--- src/rtl/uart_serial_bridge_pkg.sv ---
// uart_serial_bridge_pkg: shared types and constants for the serial bridge.
// Holds the TX/RX state encodings and the frame width.
package uart_serial_bridge_pkg;

   localparam int DATA_BITS = 8;
   localparam int BIT_W     = $clog2(DATA_BITS);

   typedef enum logic [1:0] {
      TX_IDLE,
      TX_START,
      TX_DATA,
      TX_STOP
   } tx_state_e;

   typedef enum logic [2:0] {
      RX_IDLE,
      RX_START,
      RX_DATA,
      RX_STOP,
      RX_WAIT_HI
   } rx_state_e;

   function automatic int cnt_w(input int n);
      return (n > 1) ? $clog2(n) : 1;
   endfunction

endpackage

--- src/rtl/uart_serial_bridge_if.sv ---
// uart_serial_bridge_if: processor-side byte port of the serial bridge.
// master = processor, slave = bridge.
interface uart_serial_bridge_if;
   logic [7:0] wr_data_in;
   logic       wr_en_in;
   logic       tx_ready_out;
   logic [7:0] rd_data_out;
   logic       rd_valid_out;
   logic       rd_en_in;

   modport master (
      output wr_data_in, wr_en_in, rd_en_in,
      input  tx_ready_out, rd_data_out, rd_valid_out
   );

   modport slave (
      input  wr_data_in, wr_en_in, rd_en_in,
      output tx_ready_out, rd_data_out, rd_valid_out
   );
endinterface

--- src/rtl/uart_serial_bridge_sync_fifo.sv ---
// sync_fifo: synchronous show-ahead FIFO with wrap-bit pointers.
// dout reads as zero while empty.
module sync_fifo #(
   parameter int WIDTH = 8,
   parameter int DEPTH = 16
) (
   input  logic             clock,
   input  logic             reset,
   input  logic             push_i,
   input  logic [WIDTH-1:0] din_i,
   input  logic             pop_i,
   output logic             full_o,
   output logic             empty_o,
   output logic [WIDTH-1:0] dout_o
);
   localparam int AW = $clog2(DEPTH);

   logic [AW:0]      wr_q;
   logic [AW:0]      rd_q;
   logic [WIDTH-1:0] mem_q [DEPTH];
   logic             do_push;
   logic             do_pop;

   assign empty_o = (wr_q == rd_q);
   assign full_o  = (wr_q[AW] != rd_q[AW]) &&
                    (wr_q[AW-1:0] == rd_q[AW-1:0]);
   assign do_push = push_i && !full_o;
   assign do_pop  = pop_i && !empty_o;
   assign dout_o  = empty_o ? '0 : mem_q[rd_q[AW-1:0]];

   always_ff @(posedge clock) begin
      if (!reset) begin
         wr_q <= '0;
         rd_q <= '0;
      end else begin
         if (do_push) wr_q <= wr_q + 1'b1;
         if (do_pop)  rd_q <= rd_q + 1'b1;
      end
   end

   always_ff @(posedge clock) begin
      if (do_push) mem_q[wr_q[AW-1:0]] <= din_i;
   end
endmodule

--- src/rtl/uart_serial_bridge.sv ---
// uart_serial_bridge: byte-wide serial port peripheral.
// FIFO-buffered 8N1 UART transmitter and receiver.
module uart_serial_bridge
   import uart_serial_bridge_pkg::*;
#(
   parameter int CLKS_PER_BIT = 434,
   parameter int FIFO_DEPTH   = 16
) (
   input  logic clock,
   input  logic reset,
   uart_serial_bridge_if.slave bus,
   output logic uart_tx_out,
   input  logic uart_rx_in,
   output logic tx_busy_out,
   output logic overrun_out,
   output logic frame_err_out,
   input  logic err_clr_in
);
   localparam int CNT_W = cnt_w(CLKS_PER_BIT);
   localparam logic [CNT_W-1:0] LAST = CNT_W'(CLKS_PER_BIT - 1);
   localparam logic [CNT_W-1:0] MID  = CNT_W'(CLKS_PER_BIT / 2 - 1);
   localparam logic [CNT_W-1:0] ONE  = CNT_W'(1);
   localparam logic [BIT_W-1:0] TOPB = BIT_W'(DATA_BITS - 1);

   logic                 tx_full, tx_empty, tx_pop, tx_last;
   logic [DATA_BITS-1:0] tx_dout;
   tx_state_e            tx_state_q;
   logic [CNT_W-1:0]     tx_cnt_q;
   logic [BIT_W-1:0]     tx_bit_q;
   logic [DATA_BITS-1:0] tx_shift_q;
   logic                 tx_line_q, tx_line_d;

   logic                 rx_full, rx_empty, rx_s, rx_last;
   logic [1:0]           rx_sync_q;
   logic                 rx_prev_q;
   rx_state_e            rx_state_q;
   logic [CNT_W-1:0]     rx_cnt_q;
   logic [BIT_W-1:0]     rx_bit_q;
   logic [DATA_BITS-1:0] rx_shift_q;
   logic                 rx_push_q;
   logic                 ovr_set, ferr_set;
   logic                 overrun_q, frame_err_q;

   sync_fifo #(.WIDTH(DATA_BITS), .DEPTH(FIFO_DEPTH)) tx_fifo (
      .clock   (clock),
      .reset   (reset),
      .push_i  (bus.wr_en_in),
      .din_i   (bus.wr_data_in),
      .pop_i   (tx_pop),
      .full_o  (tx_full),
      .empty_o (tx_empty),
      .dout_o  (tx_dout)
   );

   sync_fifo #(.WIDTH(DATA_BITS), .DEPTH(FIFO_DEPTH)) rx_fifo (
      .clock   (clock),
      .reset   (reset),
      .push_i  (rx_push_q),
      .din_i   (rx_shift_q),
      .pop_i   (bus.rd_en_in),
      .full_o  (rx_full),
      .empty_o (rx_empty),
      .dout_o  (bus.rd_data_out)
   );

   assign bus.tx_ready_out = !tx_full;
   assign bus.rd_valid_out = !rx_empty;
   assign uart_tx_out      = tx_line_q;
   assign tx_busy_out      = (tx_state_q != TX_IDLE) || !tx_empty;
   assign overrun_out      = overrun_q;
   assign frame_err_out    = frame_err_q;

   assign tx_last = (tx_cnt_q == LAST);
   assign tx_pop  = !tx_empty &&
                    ((tx_state_q == TX_IDLE) ||
                     (tx_state_q == TX_STOP && tx_last));

   always_comb begin
      tx_line_d = 1'b1;
      unique case (tx_state_q)
         TX_START: tx_line_d = 1'b0;
         TX_DATA:  tx_line_d = tx_shift_q[0];
         default:  tx_line_d = 1'b1;
      endcase
   end

   // Line is registered from the state, so it lags the FSM by one clock.
   always_ff @(posedge clock) begin
      if (!reset) begin
         tx_state_q <= TX_IDLE;
         tx_cnt_q   <= '0;
         tx_bit_q   <= '0;
         tx_shift_q <= '0;
         tx_line_q  <= 1'b1;
      end else begin
         tx_line_q <= tx_line_d;
         unique case (tx_state_q)
            TX_IDLE: begin
               tx_cnt_q <= '0;
               if (tx_pop) begin
                  tx_shift_q <= tx_dout;
                  tx_state_q <= TX_START;
               end
            end
            TX_START: begin
               tx_cnt_q <= tx_last ? '0 : tx_cnt_q + ONE;
               if (tx_last) begin
                  tx_bit_q   <= '0;
                  tx_state_q <= TX_DATA;
               end
            end
            TX_DATA: begin
               tx_cnt_q <= tx_last ? '0 : tx_cnt_q + ONE;
               if (tx_last) begin
                  tx_shift_q <= {1'b0, tx_shift_q[DATA_BITS-1:1]};
                  tx_bit_q   <= tx_bit_q + 1'b1;
                  if (tx_bit_q == TOPB) tx_state_q <= TX_STOP;
               end
            end
            TX_STOP: begin
               tx_cnt_q <= tx_last ? '0 : tx_cnt_q + ONE;
               if (tx_last) begin
                  tx_shift_q <= tx_dout;
                  tx_state_q <= tx_pop ? TX_START : TX_IDLE;
               end
            end
            default: tx_state_q <= TX_IDLE;
         endcase
      end
   end

   assign rx_s     = rx_sync_q[1];
   assign rx_last  = (rx_cnt_q == LAST);
   assign ferr_set = (rx_state_q == RX_STOP) && rx_last && !rx_s;
   assign ovr_set  = rx_push_q && rx_full;

   // START samples MID clocks after the edge: the half-bit point.
   always_ff @(posedge clock) begin
      if (!reset) begin
         rx_sync_q  <= 2'b11;
         rx_prev_q  <= 1'b1;
         rx_state_q <= RX_IDLE;
         rx_cnt_q   <= '0;
         rx_bit_q   <= '0;
         rx_shift_q <= '0;
         rx_push_q  <= 1'b0;
      end else begin
         rx_sync_q <= {rx_sync_q[0], uart_rx_in};
         rx_prev_q <= rx_s;
         rx_push_q <= 1'b0;
         unique case (rx_state_q)
            RX_IDLE: begin
               rx_cnt_q <= '0;
               if (rx_prev_q && !rx_s) rx_state_q <= RX_START;
            end
            RX_START: begin
               if (rx_cnt_q == MID) begin
                  rx_cnt_q   <= '0;
                  rx_bit_q   <= '0;
                  rx_state_q <= rx_s ? RX_IDLE : RX_DATA;
               end else begin
                  rx_cnt_q <= rx_cnt_q + ONE;
               end
            end
            RX_DATA: begin
               rx_cnt_q <= rx_last ? '0 : rx_cnt_q + ONE;
               if (rx_last) begin
                  rx_shift_q <= {rx_s, rx_shift_q[DATA_BITS-1:1]};
                  rx_bit_q   <= rx_bit_q + 1'b1;
                  if (rx_bit_q == TOPB) rx_state_q <= RX_STOP;
               end
            end
            RX_STOP: begin
               rx_cnt_q <= rx_last ? '0 : rx_cnt_q + ONE;
               if (rx_last) begin
                  rx_push_q  <= rx_s;
                  rx_state_q <= rx_s ? RX_IDLE : RX_WAIT_HI;
               end
            end
            RX_WAIT_HI: if (rx_s) rx_state_q <= RX_IDLE;
            default:    rx_state_q <= RX_IDLE;
         endcase
      end
   end

   always_ff @(posedge clock) begin
      if (!reset) begin
         overrun_q   <= 1'b0;
         frame_err_q <= 1'b0;
      end else begin
         if (ovr_set)         overrun_q <= 1'b1;
         else if (err_clr_in) overrun_q <= 1'b0;
         if (ferr_set)        frame_err_q <= 1'b1;
         else if (err_clr_in) frame_err_q <= 1'b0;
      end
   end
endmodule

--- src/flat_wrapper.sv ---
// flat-port wrapper written by rule: the top's interface ports become plain ports
module uart_serial_bridge_flat import uart_serial_bridge_pkg::*;
#(
   parameter int CLKS_PER_BIT = 434,
   parameter int FIFO_DEPTH   = 16
)
  (clock, reset, uart_tx_out, uart_rx_in, tx_busy_out, overrun_out, frame_err_out, err_clr_in, bus_wr_data_in, bus_wr_en_in, bus_rd_en_in, bus_tx_ready_out, bus_rd_data_out, bus_rd_valid_out);
  uart_serial_bridge_if bus_i ();
  input  logic clock;
  input  logic reset;
  output logic uart_tx_out;
  input  logic uart_rx_in;
  output logic tx_busy_out;
  output logic overrun_out;
  output logic frame_err_out;
  input  logic err_clr_in;
  input wire logic [$bits(bus_i.wr_data_in)-1:0] bus_wr_data_in;
  input wire logic [$bits(bus_i.wr_en_in)-1:0] bus_wr_en_in;
  input wire logic [$bits(bus_i.rd_en_in)-1:0] bus_rd_en_in;
  output wire logic [$bits(bus_i.tx_ready_out)-1:0] bus_tx_ready_out;
  output wire logic [$bits(bus_i.rd_data_out)-1:0] bus_rd_data_out;
  output wire logic [$bits(bus_i.rd_valid_out)-1:0] bus_rd_valid_out;
  assign bus_i.wr_data_in = bus_wr_data_in;
  assign bus_i.wr_en_in = bus_wr_en_in;
  assign bus_i.rd_en_in = bus_rd_en_in;
  assign bus_tx_ready_out = bus_i.tx_ready_out;
  assign bus_rd_data_out = bus_i.rd_data_out;
  assign bus_rd_valid_out = bus_i.rd_valid_out;
  uart_serial_bridge #(.CLKS_PER_BIT(CLKS_PER_BIT), .FIFO_DEPTH(FIFO_DEPTH)) u_core (.clock(clock), .reset(reset), .bus(bus_i), .uart_tx_out(uart_tx_out), .uart_rx_in(uart_rx_in), .tx_busy_out(tx_busy_out), .overrun_out(overrun_out), .frame_err_out(frame_err_out), .err_clr_in(err_clr_in));
endmodule
--- config.mk ---
export PLATFORM = sky130hd
export DESIGN_NAME = uart_serial_bridge_flat
export DESIGN_NICKNAME = d
export VERILOG_FILES = /design/src/rtl/uart_serial_bridge_pkg.sv /design/src/rtl/uart_serial_bridge_if.sv /design/src/rtl/uart_serial_bridge_sync_fifo.sv /design/src/rtl/uart_serial_bridge.sv /design/src/flat_wrapper.sv
export SDC_FILE = /design/constraint.sdc
export NUM_CORES = 1
export LEC_CHECK = 0
export CAP_MARGIN = 10
export CELL_PAD_IN_SITES_DETAIL_PLACEMENT = 1
export CELL_PAD_IN_SITES_GLOBAL_PLACEMENT = 1
export CORE_ASPECT_RATIO = 0.5
export CORE_MARGIN = 2
export CORE_UTILIZATION = 35
export DETAILED_ROUTE_END_ITERATION = 6
export HOLD_SLACK_MARGIN = 0.08
export PLACE_DENSITY = 0.57
export SYNTH_ARGS = -nofsm -noshare
export SYNTH_HDL_FRONTEND = slang
export SYNTH_SLANG_ARGS = --single-unit
--- constraint.sdc ---
create_clock -name clock -period 2.4 [get_ports clock]
set_input_delay 0.48 -clock clock [delete_from_list [all_inputs] [get_ports clock]]
set_output_delay 0.48 -clock clock [all_outputs]
set_load 0.01 [all_outputs]
Word level (Yosys, flattened, before mapping)
Memory sizes are Yosys's and may differ from the RTL's. A register that Yosys moved wholly into a read port is not among the register bits.
Cells that the tools add are included.
Storage, ports and cells
  register bits: 72
  bits in writable memories: 256
  bits of input ports: 14
  logic and storage cells: 139
  memories: 2
Cells by class
  add/sub/neg operators: 8
  equal/unequal tests: 29
  mux-type cells: 45
  reduce and logical (&&, ||, !) cells: 37
Memory list
  u_core.rx_fifo.mem_q: depth 16, width 8, read ports 1, clocked after Yosys merged registers in 1, write ports 1, line uart_serial_bridge_sync_fifo.sv:20  | logic [WIDTH-1:0] mem_q [DEPTH];
  u_core.tx_fifo.mem_q: depth 16, width 8, read ports 1, clocked after Yosys merged registers in 1, write ports 1, line uart_serial_bridge_sync_fifo.sv:20
Operators with widths (count)
  2-to-1 mux 8 bit: 5
  2-to-1 mux 3 bit: 11
  2-to-1 mux 9 bit: 3
  one-hot mux 9 bit (3 select lines): 1
  one-hot mux 8 bit (3 select lines): 1
  adder 5 x 1 -> 5 bit (second input constant): 4
  != test 2 x 1 -> 1 bit (second input constant): 10
  adder 9 x 1 -> 9 bit (second input constant): 2
  == test 9 bit (second input constant): 2
  one-hot mux 9 bit (2 select lines): 1
  2-to-1 mux 4 bit: 4
  one-hot mux 3 bit (5 select lines): 1
  logical AND 1 bit: 12
  2-to-1 mux 2 bit: 6
  one-hot mux 3 bit (2 select lines): 2
  == test 5 bit: 2
  nonzero test 2 bit: 5
  == test 3 bit (second input constant): 3
  == test 9 x 8 -> 1 bit (second input constant): 1
  AND reduction 3 bit: 3
  == test 4 bit: 2
  2-to-1 mux 1 bit: 8
  one-hot mux 2 bit (4 select lines): 1
  adder 3 x 1 -> 3 bit (second input constant): 2
  other kinds (18): 27

Depth between registers and ports, before layout
Gate-level depths: netlist of run 1.
  word-level depth: 7
  gate-level depth with buffers: 8
  gate-level depth less buffers: 7

Hierarchy
Synthesis of run 1 repeated with hierarchy kept, for this count alone.
Unflattened totals
  cell total of the unflattened synthesis: 899
  area, all modules: 14074.7 sq um
Modules (own cells, without submodules)
  sync_fifo: instances 2, cells each 305, area an instance 5711.7 sq um, seq. area each 4124.0 sq um
  uart_serial_bridge: instances 1, cells each 289, area an instance 2651.3 sq um, seq. area each 1041.0 sq um

Worst setup path before layout of run 1
No wires, ideal clock.
  kind: register to output
  start: register (tool-made name)
  end: output bus_rd_data_out[0]
  data arrival time: 1.855 ns
  path slack: 0.065 ns
  stages on the path, launching flop included: 6
  buffers on the path: 2
  cell sequence: dfxtp_1 > buf_2 > buf_2 > mux4_2 > mux4_2 > nor2b_1
RTL lines
  end, declared: line flat_wrapper.sv:21  | output wire logic [$bits(bus_i.rd_data_out)-1:0] bus_rd_data_out;

==> results.py, run 1 <==
metrics = {
    "global_routing": {
        "grt_pass1_vias": 8108,
        "gr-usage-all-layers_pct": 15.3,
        "gr-usage-met1_pct": 19.4,
        "grt-busiest-layer": "met2",
        "grt_use_met3_pct": 3.04,
        "grt_max_degree": 33,
        "grt_pass1_wl_um": 47800,
        "grt_antenna_before_repair": 0,
        "met2_usage_pct": 27.4,
        "overflow": 0,
    },
    "final_layout": {
        "seqCellArea_mm2": 0.00931,
        "n_fill_cell": 3846,
        "final_nets": 970,
        "area_growth_pct": 19.1,
        "layout.cells.non_filler": 1487,
        "layout_common_cells": "edfxtp_1, dfxtp_1, mux4_2, nor2_1, buf_4",
        "multi_input_area_mm2": 0.00422,
        "fin_util_pct": 42.3,
        "drive_above_1_share_pct": 23.5,
        "layout_commonest_cell": "edfxtp_1",
        "antenna_cells": 0,
    },
    "place": {
        "dp_hpwl_um": 19600,
        "place_worst_setup_slack_ns": -0.329,
        "place.gp.congestion": 0.754,
        "io_buffers": 27,
        "place_inst": 1414,
    },
    "min_path": {
        "min_path_type": "flop to flop",
        "holdPathStages": 1,
    },
    "sta": {
        "fmax_mhz": 343,
        "worst_pin_slew_ns": 1.15,
        "rsz0062_at_grt": "true",
        "final-setup-viol-count": 8,
        "final-hold-violation-count": 0,
        "min_period_over_period_pct": 122,
        "fin_ws_ns": -0.517,
        "whs_ns": 0.412,
        "slew_headroom_pct": 23.0,
        "final_max_slew_viol_count": 0,
        "worst_clock_skew_ns": 0.0145,
        "fin_crit_ns": 2.92,
    },
    "run_status": {
        "violations": "setup timing",
        "status": "finished with violations",
    },
    "cts": {
        "cts_buffer_depth": 3,
        "cts.sinks": 336,
        "cts.clk_slew.worst_paths_ns": 0.07,
        "clk_latency_ns": 0.53,
        "cts-root-buf": "clkbuf_16",
        "cts_tree": "done",
        "holdBufCountCts": 0,
        "cts_max_level": 2,
        "numCtsBuffers": 34,
    },
    "yosys": {
        "yosys.cell_types.count": 61,
        "synthFlopType": "edfxtp_1",
        "yosys_register_bits": 336,
        "syn-cell-area_mm2": 0.0138,
        "ys_async_sr_fraction_pct": 0,
        "yosys_warnings": 0,
        "ys_seq_area_share_pct": 67.5,
        "syn-num-nets": 876,
        "synth_enable_flop_cells": 256,
        "synthesis.instances": 837,
        "synth_area_per_cell_um2": 16.4,
    },
    "detailed_routing": {
        "wl_um": 30100,
        "drc_errors": 0,
        "dr.pass1.iters": 4,
        "drt_first_iter_violations": 419,
        "ant_nets": 0,
        "viasPerCell": 4.98,
        "num_vias": 7410,
        "wl_per_cell_um": 20.3,
    },
    "setup_path": {
        "crit_fanout": 8,
        "cp_cell_sequence": "buf_4, buf_12, mux4_2, mux4_2, nor2b_1, buf_2",
        "reg2reg_slack_ns": 0.15,
        "reg2regPathDepth": 5,
        "critPathMaxStageDelay_ns": 0.50,
        "critPathKind": "flop to primary output",
        "crit_path_end_kind": "primary output",
        "start_kind": "flop",
        "required_ns": 1.92,
        "path_common_cell": "mux4_2",
        "slowest_stage": "mux4_2",
        "crit_cells": 6,
        "path_buf_inv": 3,
        "crit_family": "multiplexers",
        "cp.arrival_ns": 2.44,
    },
    "floorplanning": {
        "die_w_um": 284,
        "design.die.area_mm2": 0.0410,
        "initial_utilization_pct": 35.5,
        "core_area_mm2": 0.0388,
        "ios": 28,
        "die_h_um": 144,
        "rows": 51,
    },
    "power_and_ir_drop": {
        "vdd_drop_max_v": 0.000486,
        "leakage_nw": 5.53,
        "power.density_mw_per_mm2": 865,
    },
    "run": {
        "maxCapViolCount": 0,
    },
}
[power breakdown]
part	internal, mW	switching [mW]	total [mW]
Clock	3.34	2.21	5.56
Combinational	0.980	1.09	2.07
Sequential	6.39	0.158	6.55
[final timing paths]
check	start	end
max reg2reg	flop	u_core.tx_shift_q[4]$_SDFFE_PN0P_
max	flop	bus_rd_data_out[6]
min	u_core.rx_sync_q[0]$_SDFF_PN1_	u_core.rx_sync_q[1]$_SDFF_PN1_
min reg2reg	u_core.rx_sync_q[0]$_SDFF_PN1_	u_core.rx_sync_q[1]$_SDFF_PN1_
[registers in the layout, summed over array words and instances, names as in the netlist, named ones only]
| register | count |
|---|---|
| u_core.tx_shift_q | 8 |
| u_core.rx_prev_q | 1 |
| u_core.rx_push_q | 1 |
| u_core.tx_cnt_q | 9 |
| u_core.tx_fifo.mem_q | 128 |
| u_core.uart_tx_out | 1 |
| u_core.rx_fifo.mem_q | 128 |
| u_core.rx_bit_q | 3 |
| u_core.rx_state_q | 3 |
| u_core.rx_fifo.rd_q | 5 |
| u_core.rx_shift_q | 8 |
| u_core.tx_bit_q | 3 |
| u_core.tx_fifo.wr_q | 5 |
| u_core.tx_state_q | 2 |
| u_core.rx_cnt_q | 9 |
| u_core.frame_err_out | 1 |
| u_core.rx_sync_q | 2 |
| u_core.tx_fifo.rd_q | 5 |
| u_core.rx_fifo.wr_q | 5 |
| u_core.overrun_out | 1 |
[cells in the mapped netlist (14+ instances only)]
master,count,share of area (%)
a21oi_1,21,0.76
and3_1,34,1.5
clkbuf_1,17,0.46
dfxtp_1,80,12
edfxtp_1,256,56
ha_1,25,2.3
inv_1,15,0.41
mux2i_1,28,2.0
mux4_2,68,11
nand2_1,34,0.93
nor2_1,69,1.9
nor2b_1,26,1.2
xnor2_1,22,1.4
xor2_1,14,0.89
[per-layer routing]
metal / vias to the layer above / share of wire (%)
li1: 3430 / -
met1: 3835 / 45
met2: 103 / 50
met3: 42 / 3.3
met4: 0 / 1.6
met5: - / 0
[layout make-up]
type	instances	share of cell area, %
flip-flops and latches	336	56.8
multi-input cells	444	25.8
clock buffers	49	6.11
repair buffers	99	5.92
well taps	530	4.05
clock inverters	13	1.04
inverters	16	0.366
[per-stage QoR]
stage	power, mW	cell area [um^2]	TNS (ns)
final	14.2	16400	-3.90
after global routing	14.8	16400	-4.48
after global placement	8.68	15000	-2.14
after floorplan	8.11	13800	0
after CTS	14.4	16400	-4.30
after detailed placement	8.74	15000	-2.26
[logic make-up after synthesis]
| kind of cell | Yosys count | share of synthesized area, % |
|---|---|---|
| DFF | 336 | 67.5 |
| and+or+nand+nor | 215 | 8.07 |
| muxes | 100 | 13.9 |
| AOI/OAI and AO/OA | 68 | 3.75 |
| buffers and inverters | 57 | 2.17 |
| xor gates and xnor gates | 36 | 2.29 |
| adders and majority gates | 25 | 2.27 |
[what timing repair did]
item / CTS / global route
cloned: 3 / 0
pin swaps: 2 / 2
setup endpoints to repair: 11 / 10
resized for setup: 54 / 9
buffers inserted: 9 / 0
Power figures use the tool's default switching activity.
==> run 2: changes to the inputs <==
- MAX_ROUTING_LAYER: default -> met4
- clock period: 2.4 -> 2.66 ns (I/O delays scaled with it)
==> results.py, run 2 (same netlist as run 1, synthesis figures left out) <==
metrics = {
    "setup_path": {
        "path_common_cell": "mux4_2",
        "cp_cell_sequence": "buf_12, buf_6, mux4_2, mux4_2, nor2b_1, buf_2",
        "crit_path_end_kind": "primary output",
        "critPathMaxStageDelay_ns": 0.50,
        "crit_fanout": 6,
        "required_ns": 2.13,
        "start_kind": "flop",
        "reg2regPathDepth": 5,
        "slowest_stage": "mux4_2",
        "critPathKind": "flop to primary output",
        "cp.arrival_ns": 2.51,
    },
    "place": {
        "place_inst": 1398,
        "place.gp.congestion": 0.754,
        "io_buffers": 27,
        "dp_hpwl_um": 19400,
    },
    "power_and_ir_drop": {
        "p_total_mw": 12.5,
        "leakage_nw": 5.37,
        "p_int_mw": 9.41,
        "clkPwrFrac_pct": 38.2,
        "vdd_drop_max_v": 0.000532,
        "switching_share_pct": 24.5,
        "power_frac_seq_pct": 47.8,
        "power_frac_comb_pct": 14.0,
        "power.density_mw_per_mm2": 775,
        "switchingPower_mw": 3.06,
    },
    "floorplanning": {
        "rows": 51,
        "design.die.area_mm2": 0.0410,
        "ios": 28,
        "core_area_mm2": 0.0388,
        "initial_utilization_pct": 35.5,
        "die_h_um": 144,
        "die_w_um": 284,
    },
    "cts": {
        "cts.clk_slew.worst_paths_ns": 0.07,
        "cts_max_level": 1,
        "clk_latency_ns": 0.57,
        "cts-root-buf": "clkbuf_16",
        "numCtsBuffers": 31,
        "cts.sinks": 336,
        "cts_tree": "done",
        "cts_buffer_depth": 3,
        "holdBufCountCts": 0,
    },
    "detailed_routing": {
        "drc_errors": 0,
        "dr.pass1.iters": 4,
        "num_vias": 7406,
        "drt_first_iter_violations": 479,
        "wl_per_cell_um": 20.8,
        "ant_nets": 0,
        "viasPerCell": 5.05,
        "wl_um": 30400,
    },
    "global_routing": {
        "grt_max_degree": 33,
        "overflow": 0,
        "grt_pass1_wl_um": 48100,
        "gr-usage-all-layers_pct": 15.8,
        "grt_antenna_before_repair": 0,
        "grt_pass1_vias": 7986,
    },
    "final_layout": {
        "layout_commonest_cell": "edfxtp_1",
        "drive_above_1_share_pct": 22.1,
        "seqCellArea_mm2": 0.00931,
        "layout.cells.non_filler": 1466,
        "multi_input_area_mm2": 0.00421,
        "antenna_cells": 0,
        "area_growth_pct": 17.0,
        "n_fill_cell": 3862,
        "final_nets": 951,
        "layout_common_cells": "edfxtp_1, nor2_1, mux4_2, dfxtp_1, buf_4",
    },
    "sta": {
        "fmax_mhz": 329,
        "fin_crit_ns": 3.04,
        "final-hold-violation-count": 0,
        "fin_ws_ns": -0.378,
        "final-setup-viol-count": 8,
        "slew_headroom_pct": 39.8,
        "worst_clock_skew_ns": 0.00861,
        "setup_tns_ns": -2.69,
        "final_max_slew_viol_count": 0,
        "min_period_over_period_pct": 114,
        "worst_pin_slew_ns": 0.901,
        "rsz0062_at_grt": "true",
    },
    "run_status": {
        "violations": "setup timing",
        "status": "finished with violations",
    },
    "min_path": {
        "holdPathStages": 1,
        "min_path_type": "flop to flop",
    },
    "run": {
        "maxCapViolCount": 0,
    },
}
run 2: changes by cell type in the layout (fill, tap and decap cells not counted), sizes merged, moves of 2 or more:
cell           delta
clkinv            +3
buf              -16
clkdlybuf4s50     +2
bufinv            +3
clkbuf           -10
run 2: stage by stage:
stage / setup slack (ns) / hold WS (ns) / instance area [um^2] / util, %
final: -0.378 / 0.414 / 16100 / 41.5
after global routing: -0.464 / 0.444 / 16100 / 41.5
after CTS: -0.433 / 0.417 / 16100 / 41.4
after detailed placement: -0.115 / 0.399 / 14900 / 38.3
after global placement: -0.0949 / 0.406 / 14900 / 38.3
after floorplan: 0.273 / 0.386 / 13800 / -
run 2: area by class of cell:
cell class,instances,share of cell area [%]
flip-flops and latches,336,57.8
multi-input cells,444,26.2
clock buffers,39,5.01
repair buffers,83,4.85
well taps,530,4.12
clock inverters,18,1.66
inverters,16,0.373
run 2: final timing paths:
kind                                        from                                end  slack, ns
hold reg to reg   u_core.rx_sync_q[0]$_SDFF_PN1_     u_core.rx_sync_q[1]$_SDFF_PN1_       0.41
hold / removal    u_core.rx_sync_q[0]$_SDFF_PN1_     u_core.rx_sync_q[1]$_SDFF_PN1_       0.41
setup reg to reg                            flop  u_core.tx_shift_q[1]$_SDFFE_PN0P_       0.25
setup / recovery                            flop                 bus_rd_data_out[1]      -0.38
run 2: timing repair:
item / in CTS / in global routing
buffers inserted: 7 / 3
endpoints found under the hold margin: 0 / 0
pin swaps: 0 / 1
gates cloned: 3 / 0
endpoints found under the setup margin: 10 / 11
gates resized for setup: 44 / 15
run 2: metal layers:
layer  track usage, %  wire (um)  up-vias  share of wire [%]
met5                -          0        -                  0
met4             3.16        517        0                1.7
met3             2.44        870       44                2.9
met2             27.2      15000       96                 49
met1             20.1      14100     3881                 46
li1                 -          -     3385                  -
run 2: power by group through the flow:
stage                     registers (mW)  logic [mW]  clock network [mW]
after detailed placement            6.09        1.73                   0
after global routing                6.00        1.93                5.10
final                               5.97        1.74                4.76
after global placement              6.08        1.69                   0
after CTS                           5.97        1.74                4.91
after floorplan                     5.96        1.36                   0
run 2: worst max-delay path, delay by kind of cell, from the launching register on:
kind	cells	cell delay (ns)
mux	2	1.00
buf+inv	3	0.38
simple gates	1	0.14
flops	1	0.43
